===== config.mk =====
export PLATFORM = sky130hd
export DESIGN_NAME = jzjpcc_immediate_pipe
export DESIGN_NICKNAME = d
export VERILOG_FILES = /design/src/rtl/jzjpcc_immediate_pipe.sv
export SDC_FILE = /design/constraint.sdc
export NUM_CORES = 1
export LEC_CHECK = 0
export ABC_CLOCK_PERIOD_IN_PS = 2500
export BUFFER_PORTS_ARGS = -buffer_cell sky130_fd_sc_hd__buf_4
export CORE_UTILIZATION = 40
export CTS_CLUSTER_SIZE = 12
export DETAILED_ROUTE_END_ITERATION = 10
export GPL_TIMING_DRIVEN = 0
export MAX_ROUTING_LAYER = met4
export PLACE_DENSITY = 0.82
export SLEW_MARGIN = 20
export SYNTH_ARGS = -nofsm -noshare
export SYNTH_HDL_FRONTEND = slang
export SYNTH_SLANG_ARGS = --single-unit

===== constraint.sdc =====
create_clock -name clock -period 2.5 [get_ports clock]
set_clock_uncertainty 0.15 [all_clocks]
set_input_delay 0.375 -clock clock [delete_from_list [all_inputs] [get_ports clock]]
set_output_delay 0.375 -clock clock [all_outputs]
set_load 0.01 [all_outputs]

===== src/rtl/jzjpcc_immediate_pipe.sv =====
// Decode-stage immediate generator with a STAGES-deep valid/ready output pipeline.
// Optional macro JZJPCC_IMM_ZICSR_EN adds the CSR-immediate (Z) format for CSRR*I.
module jzjpcc_immediate_pipe #(
    parameter int unsigned XLEN   = 32,
    parameter int unsigned STAGES = 1
) (
    input  logic            clock,
    input  logic            reset,
    input  logic            flush,
    input  logic            in_valid,
    output logic            in_ready,
    input  logic [29:0]     instruction,
    output logic            out_valid,
    input  logic            out_ready,
    output logic [XLEN-1:0] immediate,
    output logic [2:0]      imm_type,
    output logic [XLEN-1:0] immediate_i,
    output logic [XLEN-1:0] immediate_b,
    output logic [XLEN-1:0] immediate_j
);

    localparam logic [2:0] TypeNone = 3'd0;
    localparam logic [2:0] TypeI    = 3'd1;
    localparam logic [2:0] TypeS    = 3'd2;
    localparam logic [2:0] TypeB    = 3'd3;
    localparam logic [2:0] TypeU    = 3'd4;
    localparam logic [2:0] TypeJ    = 3'd5;

    localparam logic [4:0] OpLoad   = 5'b00000;
    localparam logic [4:0] OpOpImm  = 5'b00100;
    localparam logic [4:0] OpJalr   = 5'b11001;
    localparam logic [4:0] OpStore  = 5'b01000;
    localparam logic [4:0] OpBranch = 5'b11000;
    localparam logic [4:0] OpLui    = 5'b01101;
    localparam logic [4:0] OpAuipc  = 5'b00101;
    localparam logic [4:0] OpJal    = 5'b11011;

    // Keep the architectural bit numbering; the implied 2'b11 is never needed.
    logic [31:2] ir;
    assign ir = instruction;

    logic [XLEN-1:0] fmt_i, fmt_s, fmt_b, fmt_u, fmt_j;
    assign fmt_i = {{(XLEN - 11){ir[31]}}, ir[30:20]};
    assign fmt_s = {{(XLEN - 11){ir[31]}}, ir[30:25], ir[11:7]};
    assign fmt_b = {{(XLEN - 12){ir[31]}}, ir[7], ir[30:25], ir[11:8], 1'b0};
    assign fmt_u = {{(XLEN - 31){ir[31]}}, ir[30:12], 12'b0};
    assign fmt_j = {{(XLEN - 20){ir[31]}}, ir[19:12], ir[20], ir[30:21], 1'b0};

`ifdef JZJPCC_IMM_ZICSR_EN
    localparam logic [2:0] TypeZ    = 3'd6;
    localparam logic [4:0] OpSystem = 5'b11100;
    logic [XLEN-1:0] fmt_z;
    assign fmt_z = {{(XLEN - 5){1'b0}}, ir[19:15]};
`endif

    logic [XLEN-1:0] sel_imm;
    logic [2:0]      sel_type;

    always_comb begin
        sel_imm  = '0;
        sel_type = TypeNone;
        case (ir[6:2])
            OpLoad, OpOpImm, OpJalr: begin
                sel_imm  = fmt_i;
                sel_type = TypeI;
            end
            OpStore: begin
                sel_imm  = fmt_s;
                sel_type = TypeS;
            end
            OpBranch: begin
                sel_imm  = fmt_b;
                sel_type = TypeB;
            end
            OpLui, OpAuipc: begin
                sel_imm  = fmt_u;
                sel_type = TypeU;
            end
            OpJal: begin
                sel_imm  = fmt_j;
                sel_type = TypeJ;
            end
`ifdef JZJPCC_IMM_ZICSR_EN
            OpSystem: begin
                if (ir[14]) begin
                    sel_imm  = fmt_z;
                    sel_type = TypeZ;
                end
            end
`endif
            default: ;
        endcase
    end

    logic [STAGES-1:0]           vld_q, vld_d;
    logic [STAGES-1:0][XLEN-1:0] imm_q, imm_d;
    logic [STAGES-1:0][XLEN-1:0] ii_q, ii_d;
    logic [STAGES-1:0][XLEN-1:0] ib_q, ib_d;
    logic [STAGES-1:0][XLEN-1:0] ij_q, ij_d;
    logic [STAGES-1:0][2:0]      typ_q, typ_d;

    logic [STAGES:0]   room;
    logic [STAGES-1:0] adv;
    logic [STAGES-1:0] load;

    // room[k]: stage k can take a new entry this cycle; evaluated from the output backwards.
    always_comb begin
        room         = '0;
        adv          = '0;
        room[STAGES] = out_ready;
        for (int k = int'(STAGES) - 1; k >= 0; k--) begin
            adv[k]  = vld_q[k] & room[k+1];
            room[k] = ~vld_q[k] | adv[k];
        end
    end

    assign in_ready = room[0];

    always_comb begin
        load    = '0;
        load[0] = in_valid & room[0] & ~flush;
        for (int k = 1; k < int'(STAGES); k++) begin
            load[k] = adv[k-1];
        end
    end

    always_comb begin
        vld_d = '0;
        imm_d = imm_q;
        ii_d  = ii_q;
        ib_d  = ib_q;
        ij_d  = ij_q;
        typ_d = typ_q;
        for (int k = 0; k < int'(STAGES); k++) begin
            vld_d[k] = load[k] | (vld_q[k] & ~adv[k]);
        end
        if (flush) begin
            vld_d = '0;
        end
        if (load[0]) begin
            imm_d[0] = sel_imm;
            ii_d[0]  = fmt_i;
            ib_d[0]  = fmt_b;
            ij_d[0]  = fmt_j;
            typ_d[0] = sel_type;
        end
        for (int k = 1; k < int'(STAGES); k++) begin
            if (load[k]) begin
                imm_d[k] = imm_q[k-1];
                ii_d[k]  = ii_q[k-1];
                ib_d[k]  = ib_q[k-1];
                ij_d[k]  = ij_q[k-1];
                typ_d[k] = typ_q[k-1];
            end
        end
    end

    always_ff @(posedge clock or posedge reset) begin
        if (reset) begin
            vld_q <= '0;
            imm_q <= '0;
            ii_q  <= '0;
            ib_q  <= '0;
            ij_q  <= '0;
            typ_q <= '0;
        end else begin
            vld_q <= vld_d;
            imm_q <= imm_d;
            ii_q  <= ii_d;
            ib_q  <= ib_d;
            ij_q  <= ij_d;
            typ_q <= typ_d;
        end
    end

    assign out_valid   = vld_q[STAGES-1];
    assign immediate   = imm_q[STAGES-1];
    assign imm_type    = typ_q[STAGES-1];
    assign immediate_i = ii_q[STAGES-1];
    assign immediate_b = ib_q[STAGES-1];
    assign immediate_j = ij_q[STAGES-1];

endmodule

==> results.toml <==
[clock_network]
path_clk_slew_ps = 70
ctsHtreeMaxLevel = 3
clock_latency_ps = 330
root_buffer = "clkbuf_8"
postCtsSetupRepairBufs = 0
cts_tree = "built"
cts.sinks = 61
cts_made_buffers = 9
clockBufferDepth = 2

[cells_and_area]
layout_common_cells = "buf_4, dfrtp_1, a21oi_1, a31oi_1, mux2_1"
fill_cells = 643
final_net_count = 526
final_common_cell = "buf_4"
drive_above_1_share_pct = 55.2
antenna_cells = 0
seq_area_um2 = 1530
stdcell_area_um2 = 4840
stdcell_count = 597
syn_to_final_growth_pct = 49.1
multi_input_area_um2 = 1020

[power]
max-vdd-ir-drop_mv = 0.515
p_leak_nw = 2.40
power_w = 0.00337
power_density_nw_per_um2 = 696

[route]
wl_per_cell_um = 15.0
drt-total-wl_mm = 8.96
ant_nets = 0
routed-via-count = 2938
remaining_drc_errors = 0
dr.pass1.iters = 5
vias_per_cell = 4.92
drt_iter0_drc = 166

[synthesis]
syn_area_um2 = 3250
ys_warn_count = 0
async_flop_share_pct = 100
synth_seq_area_share_pct = 47.0
ys.flop_type = "dfrtp_1"
ys_ff_latch = 61
avgSynthCellArea_um2 = 10.4
synth_edf_count = 0
yosysUniqueCellTypes = 33
syn_inst = 313
yosys.area.top_type = "dfrtp_1"
synth_top_area_share_pct = 47.0
synth_area_leaders = "dfrtp_1, buf_4, mux2_1"

[min_path]
worstHoldPathCells = 2
hold_path.class = "in -> reg"

[sta]
tightest_slew_ps = 828
setup_ws_ps = 381
hold_viol_final = 0
fmax_mhz = 472
fin_crit_ps = 2120
finalCritPeriodShare_pct = 84.8
rsz0062_at_grt = "no"
fin_setup_tns_ps = 0
relSlewSlack_pct = 44.8
setup_violations = 0
slew_violations = 0

[placed_design]
preCtsSetupSlack_ps = 633
placed_area_um2 = 4640
dp_hpwl_mm = 6.70
gp_congestion = 0.868
place_inst = 581
port_buffers = 164

[global_route]
grt_usage_pct = 22.3
grt_max_degree = 61
antenna_found_initial = 0
grt_pass1_vias = 2688
grt-ovfl-total = 0
grt_pass1_wl_mm = 14.2

[die]
die_w_um = 92.1
fp.coreArea_um2 = 7770
rows = 32
die_area_um2 = 8480
die_h_um = 92.1
ios = 168
initial_core_util_pct = 41.8

[setup_path]
cp-end-kind = "output pin"
timing.rr.end = "immediate[13]$_DFFE_PP0P_"
crit_path_start = "immediate_i[11]$_DFFE_PP0P_"
worstRegToRegCells = 5
startpoint_type = "flip-flop"
arrival_ps = 1590
endpoint = "immediate_b[14]"
cp.required_ps = 1980
timing.rr.start = "out_valid$_DFF_PP0_"
ff2ff_setup_slack_ps = 740
path_class = "reg -> out"
path_max_fanout = 54

[run_status]
status = "finished clean"

[job]
max_cap_viol_count = 0
synthesized netlist by cell type (2+ instances only):
| cell type | n |
|---|---|
| buf_2 | 8 |
| o211ai_1 | 8 |
| o21ai_0 | 5 |
| clkbuf_1 | 5 |
| dfrtp_1 | 61 |
| nand2b_1 | 3 |
| nand2_1 | 15 |
| nand3_1 | 9 |
| a21oi_1 | 27 |
| buf_6 | 2 |
| o2bb2ai_1 | 7 |
| a31oi_1 | 26 |
| buf_4 | 77 |
| mux2_1 | 20 |
| and4b_1 | 2 |
| o21ai_1 | 9 |
| nor2b_1 | 3 |
| inv_1 | 11 |
metrics by stage:
stage	util [%]	hold slack, ps
3_5_place_dp	59.7	96.7
2_1_floorplan	-	288
3_3_place_gp	59.3	321
4_1_cts	62.3	40.8
6_report	62.3	52.3
5_1_grt	62.3	55.0
per-layer routing:
metal / global-route usage [%] / share of wire (%)
met2: 37.3 / 51
met5: - / 0
met3: 4.98 / 6.7
met4: 6.77 / 1.5
met1: 26.8 / 41
state kept, by name, indices dropped and copies added (netlist names):
register,count
out_valid,1
imm_type,3
immediate,32
immediate_b,5
immediate_i,12
immediate_j,8
final cells by class:
class	instances	area share, %
inverter	11	0.905
tap	102	2.64
sequential	61	31.6
timing repair buffer	166	26.2
clock inverter	6	1.34
multi-input combinational	150	21.1
clock buffer	9	2.56
buffer	92	13.6
critical path, cell delays in order (launching register included):
cell and delay, ps:
dfrtp_2 910, buf_4 230, buf_4 110
where the power goes:
group	internal [W]	switching (W)	leakage (nW)
clock network	0.000452	0.000398	0.0833
logic	0.000737	0.000515	1.58
registers	0.00114	0.000130	0.737
cell families (layout without fill, tap and decap cells):
kind of cell	after synthesis	after routing	share of synthesized area (%)
buffers and inverters	103	284	21.6
AO/OA/AOI/OAI	84	84	15.6
flip-flops	61	61	47.0
AND/OR/NAND/NOR	43	43	8.40
multiplexers	21	21	7.25
other	1	2	0.116
worst min path at each step:
stage	from	to	slack, ps
finish	flush	out_valid$_DFF_PP0_	50
global route	flush	out_valid$_DFF_PP0_	60
CTS	flush	out_valid$_DFF_PP0_	40
detailed placement	reset	immediate_b[2]$_DFFE_PP0P_	100
global placement	immediate_j[18]$_DFFE_PP0P_	immediate_j[18]$_DFFE_PP0P_	320
floorplan	flush	out_valid$_DFF_PP0_	290
what timing repair did:
action	in CTS	in global routing
hold endpoints to repair	61	0
resized for setup	0	0
hold buffers	1	0
(Power assumes the default switching activity.)
